### src/rtl/key_debounce_pkg.sv
// Shared types and constants for the push-button debouncer.
package key_debounce_pkg;

  localparam int unsigned DEBOUNCE_20MS_100MHZ = 2000000;
  localparam int unsigned STATE_W              = 2;

  typedef enum logic [STATE_W-1:0] {
    IDLE_LO = 2'd0,
    WAIT_HI = 2'd1,
    IDLE_HI = 2'd2,
    WAIT_LO = 2'd3
  } state_e;

  // Debounced level implied by a state: high once a press has been accepted.
  function automatic logic state_level(input state_e s);
    return (s == IDLE_HI) || (s == WAIT_LO);
  endfunction

  function automatic logic state_busy(input state_e s);
    return (s == WAIT_HI) || (s == WAIT_LO);
  endfunction

endpackage

### src/rtl/key_debounce_sync_2ff.sv
// Two-flop synchronizer for a single asynchronous pin; reset value selectable.
module sync_2ff #(
  parameter logic RST_VAL = 1'b0
) (
  input  logic clk,
  input  logic rst_n,
  input  logic d,
  output logic q
);

  logic meta;

  always_ff @(posedge clk or negedge rst_n) begin
    if (!rst_n) begin
      meta <= RST_VAL;
      q    <= RST_VAL;
    end else begin
      meta <= d;
      q    <= meta;
    end
  end

endmodule

### src/rtl/key_debounce.sv
// Push-button debouncer: 2-flop sync, then a 4-state FSM with a stability counter.
// Build option KEY_DEBOUNCE_ACTIVE_LOW_EN: pin idles high (pull-up), pressed = 0.
module key_debounce
  import key_debounce_pkg::*;
#(
  parameter int unsigned CNT_MAX = DEBOUNCE_20MS_100MHZ
) (
  input  logic clk,
  input  logic rst_n,
  input  logic key_in,
  output logic key_level,
  output logic busy
);

  localparam int unsigned CNT_W = $clog2(CNT_MAX + 1);
  localparam logic [CNT_W-1:0] CNT_LAST = CNT_W'(CNT_MAX - 1);

  logic             key_q;
  logic             key_s;
  state_e           state_q;
  state_e           state_d;
  logic [CNT_W-1:0] cnt_q;
  logic [CNT_W-1:0] cnt_d;
  logic             level_d;
  logic             busy_d;

`ifdef KEY_DEBOUNCE_ACTIVE_LOW_EN
  // Sync flops reset to the idle pin level so key_s reads "released" out of reset.
  sync_2ff #(.RST_VAL(1'b1)) u_sync (
    .clk   (clk),
    .rst_n (rst_n),
    .d     (key_in),
    .q     (key_q)
  );
  assign key_s = ~key_q;
`else
  sync_2ff #(.RST_VAL(1'b0)) u_sync (
    .clk   (clk),
    .rst_n (rst_n),
    .d     (key_in),
    .q     (key_q)
  );
  assign key_s = key_q;
`endif

  // State, counter and outputs; outputs load the decode of the next state.
  always_ff @(posedge clk or negedge rst_n) begin
    if (!rst_n) begin
      state_q   <= IDLE_LO;
      cnt_q     <= '0;
      key_level <= 1'b0;
      busy      <= 1'b0;
    end else begin
      state_q   <= state_d;
      cnt_q     <= cnt_d;
      key_level <= level_d;
      busy      <= busy_d;
    end
  end

  // Next state; a bounce is checked before completion so it wins on the last count.
  always_comb begin
    state_d = state_q;
    cnt_d   = '0;
    case (state_q)
      IDLE_LO: begin
        if (key_s) state_d = WAIT_HI;
      end
      WAIT_HI: begin
        if (!key_s)                 state_d = IDLE_LO;
        else if (cnt_q == CNT_LAST) state_d = IDLE_HI;
        else                        cnt_d   = cnt_q + CNT_W'(1);
      end
      IDLE_HI: begin
        if (!key_s) state_d = WAIT_LO;
      end
      WAIT_LO: begin
        if (key_s)                  state_d = IDLE_HI;
        else if (cnt_q == CNT_LAST) state_d = IDLE_LO;
        else                        cnt_d   = cnt_q + CNT_W'(1);
      end
      default: begin
        state_d = IDLE_LO;
      end
    endcase
  end

  always_comb begin
    level_d = state_level(state_d);
    busy_d  = state_busy(state_d);
  end

endmodule

### config.mk
export PLATFORM = sky130hd
export DESIGN_NAME = key_debounce
export DESIGN_NICKNAME = d
export VERILOG_FILES = /design/src/rtl/key_debounce_pkg.sv /design/src/rtl/key_debounce_sync_2ff.sv /design/src/rtl/key_debounce.sv
export SDC_FILE = /design/constraint.sdc
export NUM_CORES = 1
export LEC_CHECK = 0
export CAP_MARGIN = 30
export CORE_UTILIZATION = 50
export DETAILED_ROUTE_END_ITERATION = 16
export PLACE_DENSITY_LB_ADDON = 0.2
export SYNTH_ARGS = -nofsm -noshare
export SYNTH_HDL_FRONTEND = slang
export SYNTH_SLANG_ARGS = --single-unit
### constraint.sdc
create_clock -name clk -period 4 [get_ports clk]
set_input_delay 0.6 -clock clk [delete_from_list [all_inputs] [get_ports clk]]
set_output_delay 0.6 -clock clk [all_outputs]
set_load 0.02 [all_outputs]
Yosys cells after proc, flatten, opt, wreduce, memory -nomap -nowiden
Index checks and enable logic that the tools add are counted.
Word-level totals
  flip-flop bits (word level): 27
  input port bits: 3
Cells by class
  $add $sub $neg: 1
  equal/unequal tests: 7
  mux-type cells: 11
  reduce and logical (&&, ||, !) cells: 3
Operators by type and width (count)
  $mux 21: 3
  $pmux 21 s2: 1
  $add 21x1->21 const B: 1
  $eq 21x21->1 const B: 1
  $mux 2: 6
  $eq 2x2->1 const B: 4
  $pmux 2 s4: 1
  $eq 2x1->1 const B: 2
  $logic_not 2->1: 1
  $logic_or 1x1->1: 2

Longest topological paths before layout
Gate-level depths: netlist of run 1.
  word-level depth: 6
  gate-level depth with buffers: 7
  mapped depth without buffers: 5

Modules after synthesis
Synthesis of run 1 repeated with hierarchy kept, for this count alone.
Unflattened totals
  cell total of the unflattened synthesis: 125
  area total of the unflattened synthesis: 1255.0 µm²
Modules (own cells, without submodules)
  key_debounce: instances 1, cells an instance 123, area an instance 1204.9 µm², sequential area each 600.6 µm²
  sync_2ff: instances 1, cells an instance 2, area an instance 50.0 µm², sequential area each 50.0 µm²

Worst setup path after synthesis of run 1
OpenSTA, ideal clock, no wires.
  path type: reg2reg
  from: register cnt_q[0]
  to: register cnt_q[20]
  library setup time: 0.073 ns
  arrival time: 1.927 ns
  data required time: 3.927 ns
  setup slack: 2.000 ns
  stages on the path, launching flop included: 6
  clock period less this slack: 2.000 ns
  cells stage by stage: dfrtp_1 ha_1 nand4_2 or4_4 or4_4 a21oi_2
On the way
  longest elaborated chain between the ends: 4
  elaborated cells on any way between the ends: 6
  those cells by class: add/sub (1); eq/ne (1); mux (4)
Ends and longest elaborated chain
  start: declaration: line key_debounce.sv:22  | logic [CNT_W-1:0] cnt_q;
  start signal: assignment: line key_debounce.sv:55  | cnt_q <= cnt_d;
  $add 21x1->21 / $eq 21x21->1 (equally long branches)
  $mux 21 *: line key_debounce.sv:71, key_debounce.sv:79
  $mux 21, on equally long branches: line key_debounce.sv:78, key_debounce.sv:70
  $pmux 21 s2 *: line key_debounce.sv:65  | case (state_q)
  via cnt_d[20]: line key_debounce.sv:23  | logic [CNT_W-1:0] cnt_d;
Mark *: on every way through the listed nets, which the timed path passes. The rest lies on a longest branch.

Final worst setup path of run 1
Ends and elaborated chain as after synthesis.

==> results of run 1 <==
[where the power goes]
part           internal, mW  total [mW]  switching [mW]
sequential            0.265       0.267         0.00181
clock                0.0556       0.129          0.0737
combinational       0.00546      0.0159          0.0104
total                 0.326       0.412          0.0859
[kinds of logic (layout without fill, tap and decap cells)]
| family | after synthesis | count (layout) | synth area share (%) |
|---|---|---|---|
| AOI/OAI and AO/OA | 11 | 11 | 5.15 |
| adders and majority gates | 1 | 1 | 1.01 |
| xor gates and xnor gates | 15 | 15 | 10.6 |
| and+or+nand+nor | 58 | 58 | 27.0 |
| DFF | 26 | 26 | 52.5 |
| muxes | 2 | 2 | 1.82 |
| buffers and inverters | 6 | 13 | 1.92 |
[layout make-up]
class / instances / area [um2]
fill: 193 / 920
timing repair buffer: 5 / 55.1
sequential: 26 / 651
tap: 28 / 35.0
multi-input combinational: 87 / 564
clock buffer: 4 / 36.3
inverter: 4 / 15.0
[through the flow]
stage               worst slack [ns]  hold WS [ns]  power [mW]  utilization, %
finish                          1.85         0.375       0.412            59.6
global route                    1.70         0.392       0.432            59.6
CTS                             1.85         0.375       0.418            59.6
detailed placement              1.87         0.345       0.289            58.0
global placement                1.93         0.339       0.287            57.3
floorplan                       2.00         0.304       0.278               -
[worst max path at each step]
stage / end / start / slack [ns]
finish: cnt_q[20]$_DFF_PN0_ / cnt_q[0]$_DFF_PN0_ / 1.85
global route: cnt_q[7]$_DFF_PN0_ / cnt_q[0]$_DFF_PN0_ / 1.70
CTS: cnt_q[20]$_DFF_PN0_ / cnt_q[0]$_DFF_PN0_ / 1.85
detailed placement: cnt_q[7]$_DFF_PN0_ / cnt_q[0]$_DFF_PN0_ / 1.87
global placement: cnt_q[20]$_DFF_PN0_ / cnt_q[0]$_DFF_PN0_ / 1.93
floorplan: cnt_q[20]$_DFF_PN0_ / cnt_q[0]$_DFF_PN0_ / 2.00
[routing by layer]
metal / routed length (um) / up-vias / track usage (%)
met3: 40 / 2 / 3.51
met2: 1080 / 9 / 34.0
li1: - / 430 / -
met5: 0 / - / 0
met4: 16 / 0 / 8.11
met1: 1040 / 432 / 24.0
[placed cells by master (no fill, tap or decap), types with 2 or more instances in the layout]
| cell type | n |
|---|---|
| inv_1 | 4 |
| nor4_1 | 4 |
| nor3_1 | 4 |
| nor2_1 | 18 |
| o21ai_0 | 4 |
| or3_1 | 3 |
| dfrtp_1 | 26 |
| clkbuf_4 | 3 |
| xnor2_1 | 10 |
| mux2_2 | 2 |
| xor2_1 | 5 |
| nand4_1 | 4 |
| nand3_1 | 6 |
| nand2_1 | 8 |
| or4_4 | 2 |
| clkdlybuf4s50_1 | 4 |
| a21oi_1 | 4 |
[registers in the layout, summed over array words and instances (netlist names)]
signal,flops
busy,1
u_sync.meta,1
cnt_q,21
u_sync.q,1
key_level,1
state_q,1
[worst max-delay path: cells and delay by family, from the launching register on]
kind / cells / cell delay [ns]
AO/OA/AOI/OAI: 1 / 0.14
AND/OR/NAND/NOR: 3 / 1.28
flip-flops: 1 / 0.41
adder cells (fa/ha/maj): 1 / 0.26
==> results.cfg, run 1 <==
[run_status]
status = completed

[hold_path]
worstHoldPathType = reg -> reg
hold_end = u_sync.q$_DFF_PN0_
min-delay-start = u_sync.meta$_DFF_PN0_
holdPathStages = 0

[yosys]
synth_area_leader_cell = dfrtp_1
synth_fp_nets = 123
avgSynthCellArea_um2 = 10.4
yosysSeqAreaShare_pct = 52.5
synth_cell_types = 30
yosys_most_used_dff = dfrtp_1
ys_ff_latch = 26
yosysMostFrequentCell = dfrtp_1
yosys-top-cells-area = dfrtp_1, xnor2_1, nor2_1
yosysWarnings = 0
synth-edff-count = 0
synth_common_cells = dfrtp_1, nor2_1, xnor2_1, nand2_1, nand3_1
syn_area_um2 = 1240
syn_inst = 119
yosysTopAreaCellShare_pct = 52.5
synth-async-reset-ratio_pct = 100

[cts]
clock-sinks = 26
cts_tree = built
cts-root-buf = clkbuf_4
post_cts_buffers = 0
clk_latency_ns = 0.31
htree_levels = 1
cts_hold_buffers = 0
postCtsResizedCells = 0
numCtsBuffers = 3
path_clk_slew_ns = 0.13
clk_path_buf_depth = 2

[floorplanning]
die_area_um2 = 2680
initial_utilization_pct = 54.4
io_pins = 5
rows = 17
core_area_um2 = 2280
die_x_um = 51.8
die_h_um = 51.8

[timing]
slew_violations = 0
finalCritPeriodShare_pct = 53.8
fin_crit_ns = 2.15
max_slew_margin_pct = 59.6
hold_viol = 0
fin_setup_tns_ns = 0
worst_pin_slew_ns = 0.605
finalSetupViolCount = 0
fin_skew_ns = 0.00190
rsz0062_at_grt = no
timing.fmax_mhz = 465

[finish]
antenna_cells = 0
finish.instance_area_um2 = 1360
fin_cells = 154
syn2layout_area_growth_pct = 9.49
final_nets = 131
layout-drive-gt1-share_pct = 11.1

[routing]
vias_per_cell = 5.67
wl_um = 2170
drc = 0
drt_iter0_markers = 10
num_vias = 873
firstDrtPassIters = 4
detail-route-antenna-nets = 0
wl_per_cell_um = 14.1

[worst_setup_path]
cpPeakStageDelay_ns = 0.60
required_ns = 4.25
path_class = reg -> reg
endpoint_kind = flop
slowest_stage = or4_4
r2r_start = cnt_q[0]$_DFF_PN0_
path_max_fanout = 6
crit_arrival_ns = 2.40
rr_worst_depth = 5
r2r_setup_slack_ns = 1.85
r2r_end = cnt_q[20]$_DFF_PN0_
critPathLaunchType = flop
path_cells = ha_1 -> nand4_2 -> or4_4 -> or4_4 -> a21oi_2
path_common_cell = or4_4

[placement]
dp.cells = 150
place_area_um2 = 1320
io_buffers = 4
post-dp-hpwl_um = 1650
globalplace.congestion = 0.806

[pwr]
cellLeakagePower_nw = 0.537
p_per_area_nw_per_um2 = 304
peakVddDrop_uv = 251

[grt]
grt_overflow = 0
grt_max_degree = 20
grt_util_all_layers_pct = 19.6
antenna_found_initial = 0
grt_pass1_vias = 862
grt_pass1_wl_um = 3800

[job]
drv_cap = 0
No activity file was read; power rests on OpenSTA's default activity.
==> run 2: changes to the inputs <==
Clock period 4 ns to 2.2 ns, I/O delays scaled along.
==> results.cfg, run 2 (synthesis results as in run 1) <==
[run_status]
status = completed

[hold_path]
worstHoldPathType = in -> async

[routing]
wl_per_cell_um = 14.1
drc = 0
wl_um = 2210
detail-route-antenna-nets = 0
drt_iter0_markers = 10
vias_per_cell = 5.62
num_vias = 883
firstDrtPassIters = 4

[cts]
htree_levels = 1
path_clk_slew_ns = 0.14
post_cts_buffers = 0
clk_latency_ns = 0.32
postCtsResizedCells = 0
cts-root-buf = clkbuf_4
clock-sinks = 26
cts_hold_buffers = 0
numCtsBuffers = 3
clk_path_buf_depth = 2
cts_tree = built

[worst_setup_path]
r2r_setup_slack_ns = 0.10
slowest_stage = or4_4
cpPeakStageDelay_ns = 0.59
path_class = reg -> reg
crit_arrival_ns = 2.36
crit_family = simple AND/OR/NAND/NOR gates
required_ns = 2.46
endpoint_kind = flop
path_buf_inv = 0
path_common_cell = or4_4
critPathLaunchType = flop
path_cells = ha_1 -> nand4_2 -> or4_4 -> or4_4 -> a21oi_2
path_max_fanout = 6

[finish]
fin_util_pct = 60.3
multi_input_area_um2 = 564
layout-drive-gt1-share_pct = 13.2
register_area_um2 = 651
largest_reg_flops = 21
antenna_cells = 0
largest_register = cnt_q
nFillCells = 186
final_nets = 134
layout_commonest_cell = dfrtp_1
syn2layout_area_growth_pct = 10.7
final_cell_mix = dfrtp_1, nor2_1, xnor2_1, nand2_1, nand3_1

[floorplanning]
die_area_um2 = 2680
die_h_um = 51.8
initial_utilization_pct = 54.4
rows = 17
io_pins = 5
core_area_um2 = 2280
die_x_um = 51.8

[timing]
rsz0062_at_grt = no
fin_setup_tns_ns = 0
hold_viol = 0
timing.fmax_mhz = 477
fin_crit_ns = 2.10
finalCritPeriodShare_pct = 95.3
fin_skew_ns = 0.00627
finalSetupViolCount = 0
slew_violations = 0
worst_pin_slew_ns = 0.449
max_slew_margin_pct = 69.8

[placement]
globalplace.congestion = 0.789
post-dp-hpwl_um = 1590
io_buffers = 4

[grt]
grt_pass1_wl_um = 3930
grt_util_all_layers_pct = 20.1
antenna_found_initial = 0
grt_overflow = 0
grt_max_degree = 27
grt_pass1_vias = 887

[pwr]
p_per_area_nw_per_um2 = 555
cellLeakagePower_nw = 0.547
peakVddDrop_uv = 412

[job]
drv_cap = 0
## run 2: cell count changes in the layout (fill, tap and decap cells not counted)
cell   before  now
buf_4       0    4
buf_8       1    0
## run 2: power breakdown
part | switching (mW) | total, mW | internal, mW
Sequential | 0.00329 | 0.486 | 0.482
Combinational | 0.0200 | 0.0311 | 0.0110
Clock | 0.143 | 0.244 | 0.101
Total | 0.166 | 0.761 | 0.595
## run 2: through the flow
stage | instance area, um2 | total power [mW] | std cells | hold slack (ns) | setup WS [ns]
2_1_floorplan | 1240 | 0.505 | 119 | 0.0344 | 0.200
3_3_place_gp | 1340 | 0.526 | 153 | 0.340 | 0.201
3_5_place_dp | 1340 | 0.527 | 153 | 0.348 | 0.140
4_1_cts | 1370 | 0.767 | 157 | 0.360 | 0.110
5_1_grt | 1370 | 0.789 | 157 | 0.383 | 0.0191
6_report | 1370 | 0.761 | 157 | 0.354 | 0.102
## run 2: layout make-up
class | instances | area share, %
Timing Repair Buffer | 8 | 5.11
Inverter | 4 | 1.09
Tap cell | 28 | 2.55
Clock buffer | 4 | 2.65
Multi-Input combinational cell | 87 | 41.1
Sequential cell | 26 | 47.4
## run 2: layer usage
metal  vias to the layer above  wire length (um)  track usage (%)
met4                         0                44             9.91
met2                        12              1010             32.7
met1                       429              1110             26.2
met5                         -                 0                0
met3                         6                42             2.63
li1                        436                 -                -
## run 2: final timing paths
| check | startpoint | end | depth (start not counted) |
|---|---|---|---|
| max in group asynchronous | rst_n | cnt_q[4]$_DFF_PN0_ | 2 |
| max | cnt_q[0]$_DFF_PN0_ | cnt_q[20]$_DFF_PN0_ | 5 |
| min in group clk | u_sync.meta$_DFF_PN0_ | u_sync.q$_DFF_PN0_ | 0 |
| max reg2reg | cnt_q[0]$_DFF_PN0_ | cnt_q[20]$_DFF_PN0_ | 5 |
| min | rst_n | cnt_q[6]$_DFF_PN0_ | 2 |
| min reg2reg | u_sync.meta$_DFF_PN0_ | u_sync.q$_DFF_PN0_ | 0 |
## run 2: worst reg2reg max path, delay by kind of cell, from the launching register on
kind	cells	cell delay [ns]
adder cells (fa/ha/maj)	1	0.26
AND/OR/NAND/NOR	3	1.22
flip-flops	1	0.42
AO/OA/AOI/OAI	1	0.15
